**src/rtl/matmul_seq_nxn.sv**
```systemverilog
// Sequential NxN signed matrix multiplier: streams in A then B, computes C = A*B
// with a single shared multiply-accumulate, then streams C out row-major.
module matmul_seq_nxn #(
  parameter int N           = 2,
  parameter int W           = 2,
  parameter int RANGE_CHECK = 1,
  localparam int AW         = 2*W + $clog2(N)
) (
  input  logic          clk,
  input  logic          reset,
  input  logic          ena,
  input  logic          in_valid,
  output logic          in_ready,
  input  logic [W-1:0]  in_data,
  output logic          out_valid,
  input  logic          out_ready,
  output logic [AW-1:0] out_data,
  output logic          out_last,
  output logic          out_err,
  output logic          busy
);

  localparam int NN = N*N;
  localparam int XW = $clog2(NN);
  localparam int BW = $clog2(2*NN);
  localparam int IW = $clog2(N);

  localparam logic [1:0]    S_LOAD    = 2'd0;
  localparam logic [1:0]    S_COMP    = 2'd1;
  localparam logic [1:0]    S_OUT     = 2'd2;
  localparam logic [W-1:0]  MIN_VAL   = {1'b1, {(W-1){1'b0}}};
  localparam logic [XW-1:0] LAST_IDX  = XW'(NN-1);
  localparam logic [BW-1:0] A_BEATS   = BW'(NN);
  localparam logic [BW-1:0] LAST_BEAT = BW'(2*NN-1);
  localparam logic [IW-1:0] LAST_IJK  = IW'(N-1);

  logic [W-1:0]  a_q [NN];
  logic [W-1:0]  b_q [NN];
  logic [AW-1:0] c_q [NN];

  logic [1:0]           state_q, state_d;
  logic [BW-1:0]        beat_q, beat_d;
  logic [IW-1:0]        i_q, i_d, j_q, j_d, k_q, k_d;
  logic [XW-1:0]        idx_q, idx_d;
  logic signed [AW-1:0] acc_q, acc_d;
  logic                 err_q, err_d;
  logic                 in_ready_q, in_ready_d;
  logic                 out_valid_q, out_valid_d;
  logic [AW-1:0]        out_data_q, out_data_d;
  logic                 out_last_q, out_last_d;
  logic                 out_err_q, out_err_d;
  logic                 busy_q, busy_d;

  logic                 go_s, in_fire_s, out_fire_s, err_nxt_s;
  logic                 a_we_s, b_we_s, c_we_s;
  logic [XW-1:0]        ld_addr_s, ma_addr_s, mb_addr_s, c_addr_s, nxt_idx_s;
  logic [W-1:0]         a_rd_s, b_rd_s;
  logic signed [AW-1:0] a_ext_s, b_ext_s, prod_s, mac_sum_s;

  // Handshakes never complete while disabled or held in reset.
  assign go_s      = ena & ~reset;
  assign in_ready  = in_ready_q & go_s;
  assign out_valid = out_valid_q & go_s;
  assign out_data  = out_data_q;
  assign out_last  = out_last_q;
  assign out_err   = out_err_q;
  assign busy      = busy_q;

  always_comb begin
    in_fire_s  = in_valid & in_ready_q & go_s & (state_q == S_LOAD);
    out_fire_s = out_valid_q & out_ready & go_s & (state_q == S_OUT);
    err_nxt_s  = err_q | ((RANGE_CHECK != 0) && (in_data == MIN_VAL));
    ld_addr_s  = (beat_q < A_BEATS) ? XW'(beat_q) : XW'(beat_q - A_BEATS);
    ma_addr_s  = XW'(i_q) * XW'(N) + XW'(k_q);
    mb_addr_s  = XW'(k_q) * XW'(N) + XW'(j_q);
    c_addr_s   = XW'(i_q) * XW'(N) + XW'(j_q);
    nxt_idx_s  = idx_q + XW'(1);
    a_rd_s     = a_q[ma_addr_s];
    b_rd_s     = b_q[mb_addr_s];
    a_ext_s    = {{(AW-W){a_rd_s[W-1]}}, a_rd_s};
    b_ext_s    = {{(AW-W){b_rd_s[W-1]}}, b_rd_s};
    prod_s     = a_ext_s * b_ext_s;
    mac_sum_s  = ((k_q == {IW{1'b0}}) ? {AW{1'b0}} : acc_q) + prod_s;
  end

  always_comb begin
    state_d     = state_q;
    beat_d      = beat_q;
    i_d         = i_q;
    j_d         = j_q;
    k_d         = k_q;
    idx_d       = idx_q;
    acc_d       = acc_q;
    err_d       = err_q;
    in_ready_d  = in_ready_q;
    out_valid_d = out_valid_q;
    out_data_d  = out_data_q;
    out_last_d  = out_last_q;
    out_err_d   = out_err_q;
    busy_d      = busy_q;
    a_we_s      = 1'b0;
    b_we_s      = 1'b0;
    c_we_s      = 1'b0;
    if (go_s) begin
      case (state_q)
        S_LOAD: begin
          if (in_fire_s) begin
            a_we_s = (beat_q < A_BEATS);
            b_we_s = ~(beat_q < A_BEATS);
            err_d  = err_nxt_s;
            if (beat_q == LAST_BEAT) begin
              beat_d     = {BW{1'b0}};
              in_ready_d = 1'b0;
              busy_d     = 1'b1;
              // A flagged job has nothing worth computing: present zeros at once.
              if (err_nxt_s) begin
                state_d     = S_OUT;
                out_valid_d = 1'b1;
                out_data_d  = {AW{1'b0}};
                out_last_d  = 1'b0;
                out_err_d   = 1'b1;
              end else begin
                state_d = S_COMP;
              end
            end else begin
              beat_d = beat_q + BW'(1);
            end
          end else begin
            beat_d = beat_q;
          end
        end
        S_COMP: begin
          acc_d = mac_sum_s;
          if (k_q == LAST_IJK) begin
            c_we_s = 1'b1;
            k_d    = {IW{1'b0}};
            if (j_q == LAST_IJK) begin
              j_d = {IW{1'b0}};
              if (i_q == LAST_IJK) begin
                i_d         = {IW{1'b0}};
                state_d     = S_OUT;
                out_valid_d = 1'b1;
                out_data_d  = c_q[0];
                out_last_d  = 1'b0;
                out_err_d   = 1'b0;
              end else begin
                i_d = i_q + IW'(1);
              end
            end else begin
              j_d = j_q + IW'(1);
            end
          end else begin
            k_d = k_q + IW'(1);
          end
        end
        S_OUT: begin
          if (out_fire_s) begin
            if (idx_q == LAST_IDX) begin
              idx_d       = {XW{1'b0}};
              state_d     = S_LOAD;
              err_d       = 1'b0;
              in_ready_d  = 1'b1;
              out_valid_d = 1'b0;
              out_data_d  = {AW{1'b0}};
              out_last_d  = 1'b0;
              out_err_d   = 1'b0;
              busy_d      = 1'b0;
            end else begin
              idx_d      = nxt_idx_s;
              out_data_d = err_q ? {AW{1'b0}} : c_q[nxt_idx_s];
              out_last_d = (nxt_idx_s == LAST_IDX);
            end
          end else begin
            idx_d = idx_q;
          end
        end
        default: begin
          state_d = S_LOAD;
        end
      endcase
    end else begin
      state_d = state_q;
    end
  end

  always_ff @(posedge clk) begin
    if (reset) begin
      state_q     <= S_LOAD;
      beat_q      <= {BW{1'b0}};
      i_q         <= {IW{1'b0}};
      j_q         <= {IW{1'b0}};
      k_q         <= {IW{1'b0}};
      idx_q       <= {XW{1'b0}};
      acc_q       <= {AW{1'b0}};
      err_q       <= 1'b0;
      in_ready_q  <= 1'b1;
      out_valid_q <= 1'b0;
      out_data_q  <= {AW{1'b0}};
      out_last_q  <= 1'b0;
      out_err_q   <= 1'b0;
      busy_q      <= 1'b0;
    end else begin
      state_q     <= state_d;
      beat_q      <= beat_d;
      i_q         <= i_d;
      j_q         <= j_d;
      k_q         <= k_d;
      idx_q       <= idx_d;
      acc_q       <= acc_d;
      err_q       <= err_d;
      in_ready_q  <= in_ready_d;
      out_valid_q <= out_valid_d;
      out_data_q  <= out_data_d;
      out_last_q  <= out_last_d;
      out_err_q   <= out_err_d;
      busy_q      <= busy_d;
    end
  end

  // Matrix storage has no reset; every job rewrites all of it before use.
  always_ff @(posedge clk) begin
    if (a_we_s) a_q[ld_addr_s] <= in_data;
    if (b_we_s) b_q[ld_addr_s] <= in_data;
    if (c_we_s) c_q[c_addr_s] <= mac_sum_s;
  end

endmodule

```
**config.mk**
```make
export PLATFORM = sky130hd
export DESIGN_NAME = matmul_seq_nxn
export DESIGN_NICKNAME = d
export VERILOG_FILES = /design/src/rtl/matmul_seq_nxn.sv
export SDC_FILE = /design/constraint.sdc
export NUM_CORES = 1
export LEC_CHECK = 0
export CAP_MARGIN = 20
export CORE_UTILIZATION = 63
export CTS_BUF_LIST = sky130_fd_sc_hd__clkbuf_16
export DETAILED_ROUTE_END_ITERATION = 10
export PLACE_DENSITY = 0.84
export SLEW_MARGIN = 25
export SYNTH_ARGS = -nofsm -noshare
export SYNTH_HDL_FRONTEND = slang
export SYNTH_SLANG_ARGS = --single-unit
export TNS_END_PERCENT = 30
```
**constraint.sdc**
```tcl
create_clock -name clk -period 5.25 [get_ports clk]
set_input_delay 1.05 -clock clk [delete_from_list [all_inputs] [get_ports clk]]
set_output_delay 1.05 -clock clk [all_outputs]
set_load 0.05 [all_outputs]
```
==> flow_summary.yaml <==
status:
  status: "completed"
global_routing:
  antenna_found_initial: 0
  grt_pass1_wl_um: 8960
  grt_usage_pct: 24.7
  first_global_vias: 1919
  overflow: 0
  grt_max_degree: 29
sta:
  fmax_mhz: 254
  final.min_clock_period_ns: 3.93
  skew_ns: 0.00379
  hold_viol: 0
  report.final.slew_viol_count: 0
  period_share_pct: 74.9
  fin_setup_tns_ns: 0
  setup_viol: 0
  worst_slew_pin_slew_ns: 0.836
  relSlewSlack_pct: 43.8
  rsz0062_at_grt: "false"
clock_tree:
  ctsResizeCount: 0
  postCtsSetupRepairBufs: 0
  root_buffer: "clkbuf_16"
  tritoncts: "built"
  htreeDepth: 3
  numCtsBuffers: 9
  clk_path_buf_depth: 2
  clk_pin_slew_worst_paths_ns: 0.06
  clock_sinks: 62
  worstSkewPairLatency_ns: 0.33
  cts-hold-fix-buffers: 0
worst_hold_path:
  hold_start: "out_data[1]"
  hold_path_class: "reg2reg"
layout:
  antenna_cells: 0
  final_common_cell: "edfxtp_1"
  final_core_util_pct: 77.6
  layout.nets: 280
  final_cell_mix: "edfxtp_1, dfxtp_1, clkdlybuf4s50_1"
  synthToLayoutAreaGrowth_pct: 16.4
  fillers: 262
  drive_gt1_share_pct: 14.2
drt:
  ant_nets: 0
  first_pass_iters: 4
  drc: 0
  drt-met1-wl_um: 2290
  viasPerCell: 6.02
  wl_per_cell_um: 17.7
  top_layer_used: "met4"
  met2_length_um: 2790
  route.met3.wl_um: 314
  vias: 1879
  drt_iter0_markers: 155
  routed_wl_um: 5520
setup_path:
  reg2reg_to: "c_q[1][4]"
  reg2reg_from: "k_q"
  rrSetupSlack_ns: 1.85
  ff2ff_path_depth: 9
  cp-startpoint: "ena"
  crit_type: "in2out"
  crit_path_end: "in_ready"
  timing.critical_path.arrival_ns: 2.88
  start_kind: "primary input"
  worst_setup_path_end_kind: "primary output"
  cp_data_required_time_ns: 4.20
  crit_fanout: 7
logic_synthesis:
  synth_async_sr_flop_share_pct: 0
  ys_ff_latch: 62
  synthTopCellsByArea: "edfxtp_1, dfxtp_1, mux4_2, ha_1, and2_1"
  synth_ff_type: "edfxtp_1"
  syn_area_um2: 2960
  synth_nets: 260
  synth-edff-count: 36
  synthDistinctLibCells: 45
  netlist.area_leader.share_pct: 36.5
  yosysWarnings: 0
  synthesis.area_per_instance_um2: 12.6
  yosys.area.top_type: "edfxtp_1"
  syn_inst: 235
  seq_area_frac_synth_pct: 54.1
floorplan:
  pin_count: 17
  die_w_um: 70.6
  core-area_um2: 4440
  start_util_pct: 66.7
  row_count: 24
  die_area_um2: 4980
  die_h_um: 70.6
pwr:
  p_leak_nw: 1.28
  peakVddDrop_mv: 0.265
  p_per_area_nw_per_um2: 327
placement:
  hpwl_um: 3790
  portBuffers: 16
  gp_congestion: 0.840
flow_run:
  max_cap_viol_count: 0
[sequential cells by signal, summed over array words and instances (netlist names)]
| register | flops |
|---|---|
| out_last | 1 |
| i_q | 1 |
| out_valid_q | 1 |
| c_q | 20 |
| in_ready_q | 1 |
| out_data | 5 |
| out_err | 1 |
| idx_q | 2 |
| beat_q | 3 |
| k_q | 1 |
| acc_q | 5 |
| err_q | 1 |
| j_q | 1 |
| state_q | 2 |
| busy | 1 |
| b_q | 8 |
| a_q | 8 |
[worst min-delay path by stage]
stage | to | slack [ns] | cells after the start
after global placement | out_data[0] | 0.45 | 1
after detailed placement | out_data[1] | 0.45 | 1
after global routing | acc_q[1] | 0.50 | 2
after floorplan | acc_q[0] | 0.44 | 2
after CTS | out_data[1] | 0.46 | 1
final | out_data[1] | 0.46 | 1
[through the flow]
step | hold slack, ns | area [um^2] | setup WS [ns] | total power [mW] | cells
floorplan | 0.444 | 2960 | 2.34 | 0.544 | 235
global placement | 0.447 | 3150 | 1.35 | 0.555 | 296
detailed placement | 0.447 | 3150 | 1.35 | 0.556 | 296
CTS | 0.463 | 3450 | 1.33 | 1.13 | 312
global route | 0.503 | 3450 | 1.22 | 1.16 | 312
finish | 0.459 | 3450 | 1.32 | 1.13 | 312
[kinds of logic (layout without fill, tap and decap cells)]
family	after synthesis	in the layout	synth area share [%]
multiplexers	14	14	8.53
buffers and inverters	21	46	3.17
AND/OR/NAND/NOR	72	72	13.3
AO/OA/AOI/OAI	41	41	10.6
XOR/XNOR	7	7	2.07
flip-flops	62	62	54.1
adder cells (fa/ha/maj)	18	18	8.36
[routing by layer]
layer / vias up / global-route usage [%]
met1: 905 / 30.4
met4: 0 / 13.8
met5: - / 0
li1: 898 / -
met2: 65 / 39.7
met3: 11 / 6.98
[cell type report]
class / count / area [um^2] / area share, %
sequential: 62 / 1600 / 46.4
multi-input combinational: 152 / 1270 / 36.7
clock buffer: 9 / 225 / 6.53
timing repair buffer: 17 / 168 / 4.86
clock inverter: 7 / 73.8 / 2.14
tap: 52 / 65.1 / 1.89
inverter: 13 / 48.8 / 1.41
[cell usage after synthesis (4+ instances only)]
library cell   n
edfxtp_1      36
xnor2_1        5
o2bb2ai_1      5
nand3_1        7
mux2i_1        5
nand2_1       12
nor2_1        13
a21oi_1        9
and3_1         5
a21o_1         5
nor3_1         4
nand2b_1       7
and2_1        11
mux4_2         9
a22oi_1        5
inv_1         11
dfxtp_1       26
ha_1          15
[critical path, stage by stage]
cell	delay, ns
clkdlybuf4s50_1	0.70
nor2b_1	0.20
and2_1	0.14
clkdlybuf4s50_1	0.80
[where the power goes]
| group | leakage, nW | total, mW | switching [mW] | internal [mW] |
|---|---|---|---|---|
| sequential | 0.535 | 0.515 | 0.000899 | 0.514 |
| combinational | 0.601 | 0.0312 | 0.0180 | 0.0131 |
| clock | 0.146 | 0.582 | 0.214 | 0.368 |
No activity file was read; power rests on OpenSTA's default activity.
